[config.mk]
export PLATFORM = sky130hd
export DESIGN_NAME = update_field
export DESIGN_NICKNAME = d
export VERILOG_FILES = /design/src/rtl/update_field.sv
export SDC_FILE = /design/constraint.sdc
export NUM_CORES = 1
export LEC_CHECK = 0
export ABC_AREA = 1
export CAP_MARGIN = 40
export CORE_ASPECT_RATIO = 1.25
export CORE_UTILIZATION = 60
export DETAILED_ROUTE_END_ITERATION = 12
export MAX_ROUTING_LAYER = met4
export PLACE_DENSITY = 0.86
export SYNTH_ARGS = -nofsm -noshare
export SYNTH_HDL_FRONTEND = slang
export SYNTH_SLANG_ARGS = --single-unit
[constraint.sdc]
create_clock -name clk -period 9.5 [get_ports clk]
set_input_delay 1.9 -clock clk [delete_from_list [all_inputs] [get_ports clk]]
set_output_delay 1.9 -clock clk [all_outputs]
set_load 0.02 [all_outputs]
[src/rtl/update_field.sv]
// Converts one cursor drag step into a normalised direction/magnitude word and
// writes it to the field RAM cell under the cursor, using serial restoring division.
module update_field #(
    parameter int FIELD_WIDTH  = 8,
    parameter int FIELD_HEIGHT = 6,
    parameter int FIELD_DATAW  = 96,
    parameter int CELL_SHIFT   = 4,
    localparam int FIELD_ADDRW = $clog2(FIELD_WIDTH * FIELD_HEIGHT)
) (
    input  logic                   clk,
    input  logic                   reset,
    input  logic                   start,
    output logic                   done,
    output logic [FIELD_DATAW-1:0] field_data_in,
    output logic [FIELD_ADDRW-1:0] field_addr_write,
    output logic                   field_we,
    input  logic [15:0]            cursor_field_x_prev,
    input  logic [15:0]            cursor_field_y_prev,
    input  logic [15:0]            cursor_x,
    input  logic [15:0]            cursor_y,
    input  logic                   key_pressed
);

    typedef enum logic [2:0] {
        IDLE,
        CALC,
        DIVX,
        DIVY,
        WRITE,
        DONE
    } state_t;

    localparam logic [15:0] MAX_X = 16'(FIELD_WIDTH - 1);
    localparam logic [15:0] MAX_Y = 16'(FIELD_HEIGHT - 1);
    localparam logic [4:0]  LAST_STEP = 5'd16;

    state_t                 state_q, state_d;
    logic [15:0]            cur_x_q, cur_x_d;
    logic [15:0]            cur_y_q, cur_y_d;
    logic [15:0]            prev_x_q, prev_x_d;
    logic [15:0]            prev_y_q, prev_y_d;
    logic                   key_q, key_d;
    logic [15:0]            cx_q, cx_d;
    logic [15:0]            cy_q, cy_d;
    logic                   dx_neg_q, dx_neg_d;
    logic                   dy_neg_q, dy_neg_d;
    logic [16:0]            ady_q, ady_d;
    logic [17:0]            m_q, m_d;
    logic [17:0]            rem_q, rem_d;
    logic [16:0]            dvd_q, dvd_d;
    logic [15:0]            quo_q, quo_d;
    logic [16:0]            xq_q, xq_d;
    logic [4:0]             cnt_q, cnt_d;
    logic [FIELD_ADDRW-1:0] field_addr_q, field_addr_d;
    logic [FIELD_DATAW-1:0] field_data_q, field_data_d;

    logic [15:0]        cx_c, cy_c, px_c, py_c;
    logic signed [16:0] dx_c, dy_c;
    logic [16:0]        adx_c, ady_c;
    logic [17:0]        m_c;
    logic [18:0]        trial;
    logic               ge;
    logic [17:0]        rem_step;
    logic [16:0]        dvd_step;
    logic [16:0]        quo_step;
    logic [31:0]        xn, yn, mag;

    function automatic logic [15:0] clamp(input logic [15:0] v, input logic [15:0] lim);
        return (v > lim) ? lim : v;
    endfunction

    always_ff @(posedge clk) begin
        if (reset) begin
            state_q      <= IDLE;
            cur_x_q      <= '0;
            cur_y_q      <= '0;
            prev_x_q     <= '0;
            prev_y_q     <= '0;
            key_q        <= 1'b0;
            cx_q         <= '0;
            cy_q         <= '0;
            dx_neg_q     <= 1'b0;
            dy_neg_q     <= 1'b0;
            ady_q        <= '0;
            m_q          <= '0;
            rem_q        <= '0;
            dvd_q        <= '0;
            quo_q        <= '0;
            xq_q         <= '0;
            cnt_q        <= '0;
            field_addr_q <= '0;
            field_data_q <= '0;
        end else begin
            state_q      <= state_d;
            cur_x_q      <= cur_x_d;
            cur_y_q      <= cur_y_d;
            prev_x_q     <= prev_x_d;
            prev_y_q     <= prev_y_d;
            key_q        <= key_d;
            cx_q         <= cx_d;
            cy_q         <= cy_d;
            dx_neg_q     <= dx_neg_d;
            dy_neg_q     <= dy_neg_d;
            ady_q        <= ady_d;
            m_q          <= m_d;
            rem_q        <= rem_d;
            dvd_q        <= dvd_d;
            quo_q        <= quo_d;
            xq_q         <= xq_d;
            cnt_q        <= cnt_d;
            field_addr_q <= field_addr_d;
            field_data_q <= field_data_d;
        end
    end

    always_comb begin
        state_d      = state_q;
        cur_x_d      = cur_x_q;
        cur_y_d      = cur_y_q;
        prev_x_d     = prev_x_q;
        prev_y_d     = prev_y_q;
        key_d        = key_q;
        cx_d         = cx_q;
        cy_d         = cy_q;
        dx_neg_d     = dx_neg_q;
        dy_neg_d     = dy_neg_q;
        ady_d        = ady_q;
        m_d          = m_q;
        rem_d        = rem_q;
        dvd_d        = dvd_q;
        quo_d        = quo_q;
        xq_d         = xq_q;
        cnt_d        = cnt_q;
        field_addr_d = field_addr_q;
        field_data_d = field_data_q;

        // Cursor is in pixels, previous position is already in cells.
        cx_c  = clamp(cur_x_q >> CELL_SHIFT, MAX_X);
        cy_c  = clamp(cur_y_q >> CELL_SHIFT, MAX_Y);
        px_c  = clamp(prev_x_q, MAX_X);
        py_c  = clamp(prev_y_q, MAX_Y);
        dx_c  = $signed({1'b0, cx_c}) - $signed({1'b0, px_c});
        dy_c  = $signed({1'b0, cy_c}) - $signed({1'b0, py_c});
        adx_c = dx_c[16] ? 17'(-dx_c) : 17'(dx_c);
        ady_c = dy_c[16] ? 17'(-dy_c) : 17'(dy_c);
        m_c   = {1'b0, adx_c} + {1'b0, ady_c};

        // One restoring-division step on the dividend bits shifted out of dvd_q.
        trial    = {rem_q, dvd_q[16]};
        ge       = (trial >= {1'b0, m_q});
        rem_step = ge ? 18'(trial - {1'b0, m_q}) : trial[17:0];
        dvd_step = {dvd_q[15:0], 1'b0};
        quo_step = {quo_q, ge};

        xn  = dx_neg_q ? (32'd0 - {15'd0, xq_q}) : {15'd0, xq_q};
        yn  = dy_neg_q ? (32'd0 - {15'd0, quo_step}) : {15'd0, quo_step};
        mag = 32'(m_q) << 16;

        unique case (state_q)
            IDLE: begin
                if (start) begin
                    cur_x_d  = cursor_x;
                    cur_y_d  = cursor_y;
                    prev_x_d = cursor_field_x_prev;
                    prev_y_d = cursor_field_y_prev;
                    key_d    = key_pressed;
                    state_d  = CALC;
                end
            end
            CALC: begin
                cx_d     = cx_c;
                cy_d     = cy_c;
                dx_neg_d = dx_c[16];
                dy_neg_d = dy_c[16];
                ady_d    = ady_c;
                m_d      = m_c;
                rem_d    = 18'(adx_c >> 1);
                dvd_d    = {adx_c[0], 16'd0};
                quo_d    = '0;
                cnt_d    = '0;
                state_d  = (!key_q || m_c == '0) ? DONE : DIVX;
            end
            DIVX: begin
                rem_d = rem_step;
                dvd_d = dvd_step;
                quo_d = quo_step[15:0];
                cnt_d = cnt_q + 5'd1;
                if (cnt_q == LAST_STEP) begin
                    xq_d    = quo_step;
                    rem_d   = 18'(ady_q >> 1);
                    dvd_d   = {ady_q[0], 16'd0};
                    quo_d   = '0;
                    cnt_d   = '0;
                    state_d = DIVY;
                end
            end
            DIVY: begin
                rem_d = rem_step;
                dvd_d = dvd_step;
                quo_d = quo_step[15:0];
                cnt_d = cnt_q + 5'd1;
                if (cnt_q == LAST_STEP) begin
                    field_addr_d = FIELD_ADDRW'(32'(cy_q) * FIELD_WIDTH + 32'(cx_q));
                    field_data_d = FIELD_DATAW'({xn, yn, mag});
                    state_d      = WRITE;
                end
            end
            WRITE: state_d = DONE;
            DONE:  state_d = IDLE;
            default: state_d = IDLE;
        endcase
    end

    assign field_we         = (state_q == WRITE);
    assign done             = (state_q == DONE);
    assign field_addr_write = field_addr_q;
    assign field_data_in    = field_data_q;

endmodule

==> out/results.ini <==
[run_status]
status=finished clean

[placement]
dp_hpwl_um=23700
place_area_um2=14700
preCtsSetupSlack_ns=3.39
io_buffers=147
dp.cells=2293
gp_congestion=0.919

[timing]
finalCritPeriodShare=0.653
post-route-min-period_ns=6.20
setup_viol=0
skew_ns=0.00644
setup_tns_ns=0
max_freq_mhz=161
whs_ns=0.449
hold_viol_final=0
rsz0062_at_grt=false
worst_slack_ns=3.30
max_slew.worst_pin.slew_ns=0.902
slew_headroom=0.398
drv_slew=0

[synthesis]
synthTopCellsByArea=dfxtp_1, nand2_1, inv_1
ys.flop_type=dfxtp_1
synth.most_common_cell=nand2_1
synth_common_cells=nand2_1, inv_1, a21oi_1, dfxtp_1, o21ai_0
netlist_area_um2=13200
syn_avg_cell_area_um2=6.84
ys_seq_area_frac=0.336
ys_types=51
synth-edff-count=0
ys_seq_elements=221
postSynth.asyncResetShare=0
netlist.area_leader.share=0.336
synth_top_area_cell=dfxtp_1
yosysWarnings=0
syn_inst=1927

[worst_setup_path]
r2r_cells=35
critPathSlowestCell=o21ai_0
crit_required_ns=9.89
reg2reg_to=state_q[1]
cp.arrival_ns=6.59
path_class=flop to flop
cp-end-kind=flop
cp_top_family=simple AND/OR/NAND/NOR gates
r2r_start=prev_x_q[15]
cp_max_fo=12
cp-start-kind=flop
cpPeakStageDelay_ns=0.50
r2r_slack_ns=3.30
critPathMostFrequentCell=nand2_1
critPathBufInv=4

[power_and_ir_drop]
total_power_mw=3.46
powerDensity_nw_per_um2=225
p_leak_nw=7.22
peakVddDrop_mv=0.182

[global_route]
grt_usage=0.301
overflow=0
grt_antenna_before_repair=0
grt_first_pass_wirelength_um=54400
grt_pass1_vias=11900
grt_max_degree=105

[floorplanning]
die_h_um=168
die_area_um2=22600
num_rows=60
core_um2=21500
die_w_um=135
start_util=0.612
pin_count=172

[cts]
clk_latency_ns=0.50
clockBufferDepth=3
postCtsHoldBufs=0
clock_sinks=221
clockRootBuffer=clkbuf_16
htree_levels=1
cts_resized=0
cts.clk_slew.worst_paths_ns=0.07
cts_made_buffers=21
cts_tree=done
cts_post_setup_buffers_inserted=0

[finish]
final_nets=2175
fin_cells=2330
final_core_util=0.715
area.growth.synth_to_final_pct=16.9
drive_above_1_share=0.0429
final_area_um2=15400
antennaDiodeCount=0

[routing]
dr.first_iter.drc_count=911
wl_um=32600
viasPerCell=5.44
vias=12700
postRouteAntennaNets=0
firstDrtPassIters=6
wl_per_cell_um=14.0
drc_errors=0

[min_path]
holdPathStages=2
hold_class=flop to flop
worstHoldStart=ady_q[14]
hold_path_end=ady_q[14]

[flow_run]
drv_cap=0

power breakdown:
part / internal, mW / total [mW] / leakage (nW) / switching, mW
Combinational: 0.537 / 1.53 / 5.08 / 0.993
Sequential: 1.02 / 1.08 / 1.80 / 0.0519
Clock: 0.499 / 0.853 / 0.344 / 0.354
Total: 2.06 / 3.46 / 7.22 / 1.40
worst reg2reg max path, delay by kind of cell (launching register included):
| family | cells | cell delay, ns |
|---|---|---|
| compound gates | 5 | 1.05 |
| simple gates | 22 | 3.23 |
| fa+ha+maj | 3 | 0.67 |
| buf+inv | 4 | 0.69 |
| flops | 1 | 0.30 |
| xor+xnor | 1 | 0.16 |
final cells by class:
| type | instances | area, um^2 |
|---|---|---|
| Multi-Input combinational cell | 1328 | 7200 |
| Fill cell | 1770 | 6140 |
| Sequential cell | 221 | 4420 |
| Timing Repair Buffer | 157 | 1570 |
| Inverter | 308 | 1160 |
| Clock buffer | 27 | 598 |
| Tap cell | 279 | 349 |
| Clock inverter | 10 | 108 |
logic make-up after synthesis:
logic type	count (synthesis)	share of synthesized area
compound gates	516	0.213
xor+xnor	66	0.0450
fa+ha+maj	70	0.0693
buf+inv	432	0.136
flops	221	0.336
other cells	2	0.000570
simple gates	620	0.200
worst max path at each step:
stage / startpoint / endpoint / slack (ns) / depth (start not counted)
CTS: prev_x_q[15] / state_q[1] / 3.33 / 35
global route: prev_x_q[11] / state_q[0] / 2.57 / 36
global placement: prev_x_q[15] / state_q[0] / 3.48 / 36
detailed placement: prev_x_q[15] / state_q[0] / 3.39 / 36
finish: prev_x_q[15] / state_q[1] / 3.30 / 35
floorplan: cur_y_q[11] / state_q[0] / 4.88 / 40
state kept, by name, indices dropped and copies added, names as in the netlist, 16 cells and up:
register       count
rem_q             18
m_q               18
quo_q             16
prev_y_q          16
field_data_in     52
ady_q             17
prev_x_q          16
xq_q              17
routing by layer:
layer	global-route usage	wire length [um]	up-vias
met3	0.0236	1550	91
met5	-	0	-
li1	-	-	6414
met2	0.541	16600	399
met4	0.129	1360	0
met1	0.339	13100	5764
layout by cell type, fill, tap and decap left out, types with 14 or more instances in the layout:
cell,count
clkbuf_16,21
nand4_1,20
dfxtp_1,221
o211ai_1,29
xnor2_1,22
ha_1,65
inv_1,297
conb_1,56
nor3_1,19
o21ai_0,202
nand3_1,68
nor2_1,130
o22ai_1,15
clkdlybuf4s50_1,146
o221ai_1,14
xor2_1,42
nand2_1,336
a21oi_1,221
Power figures use the tool's default switching activity.
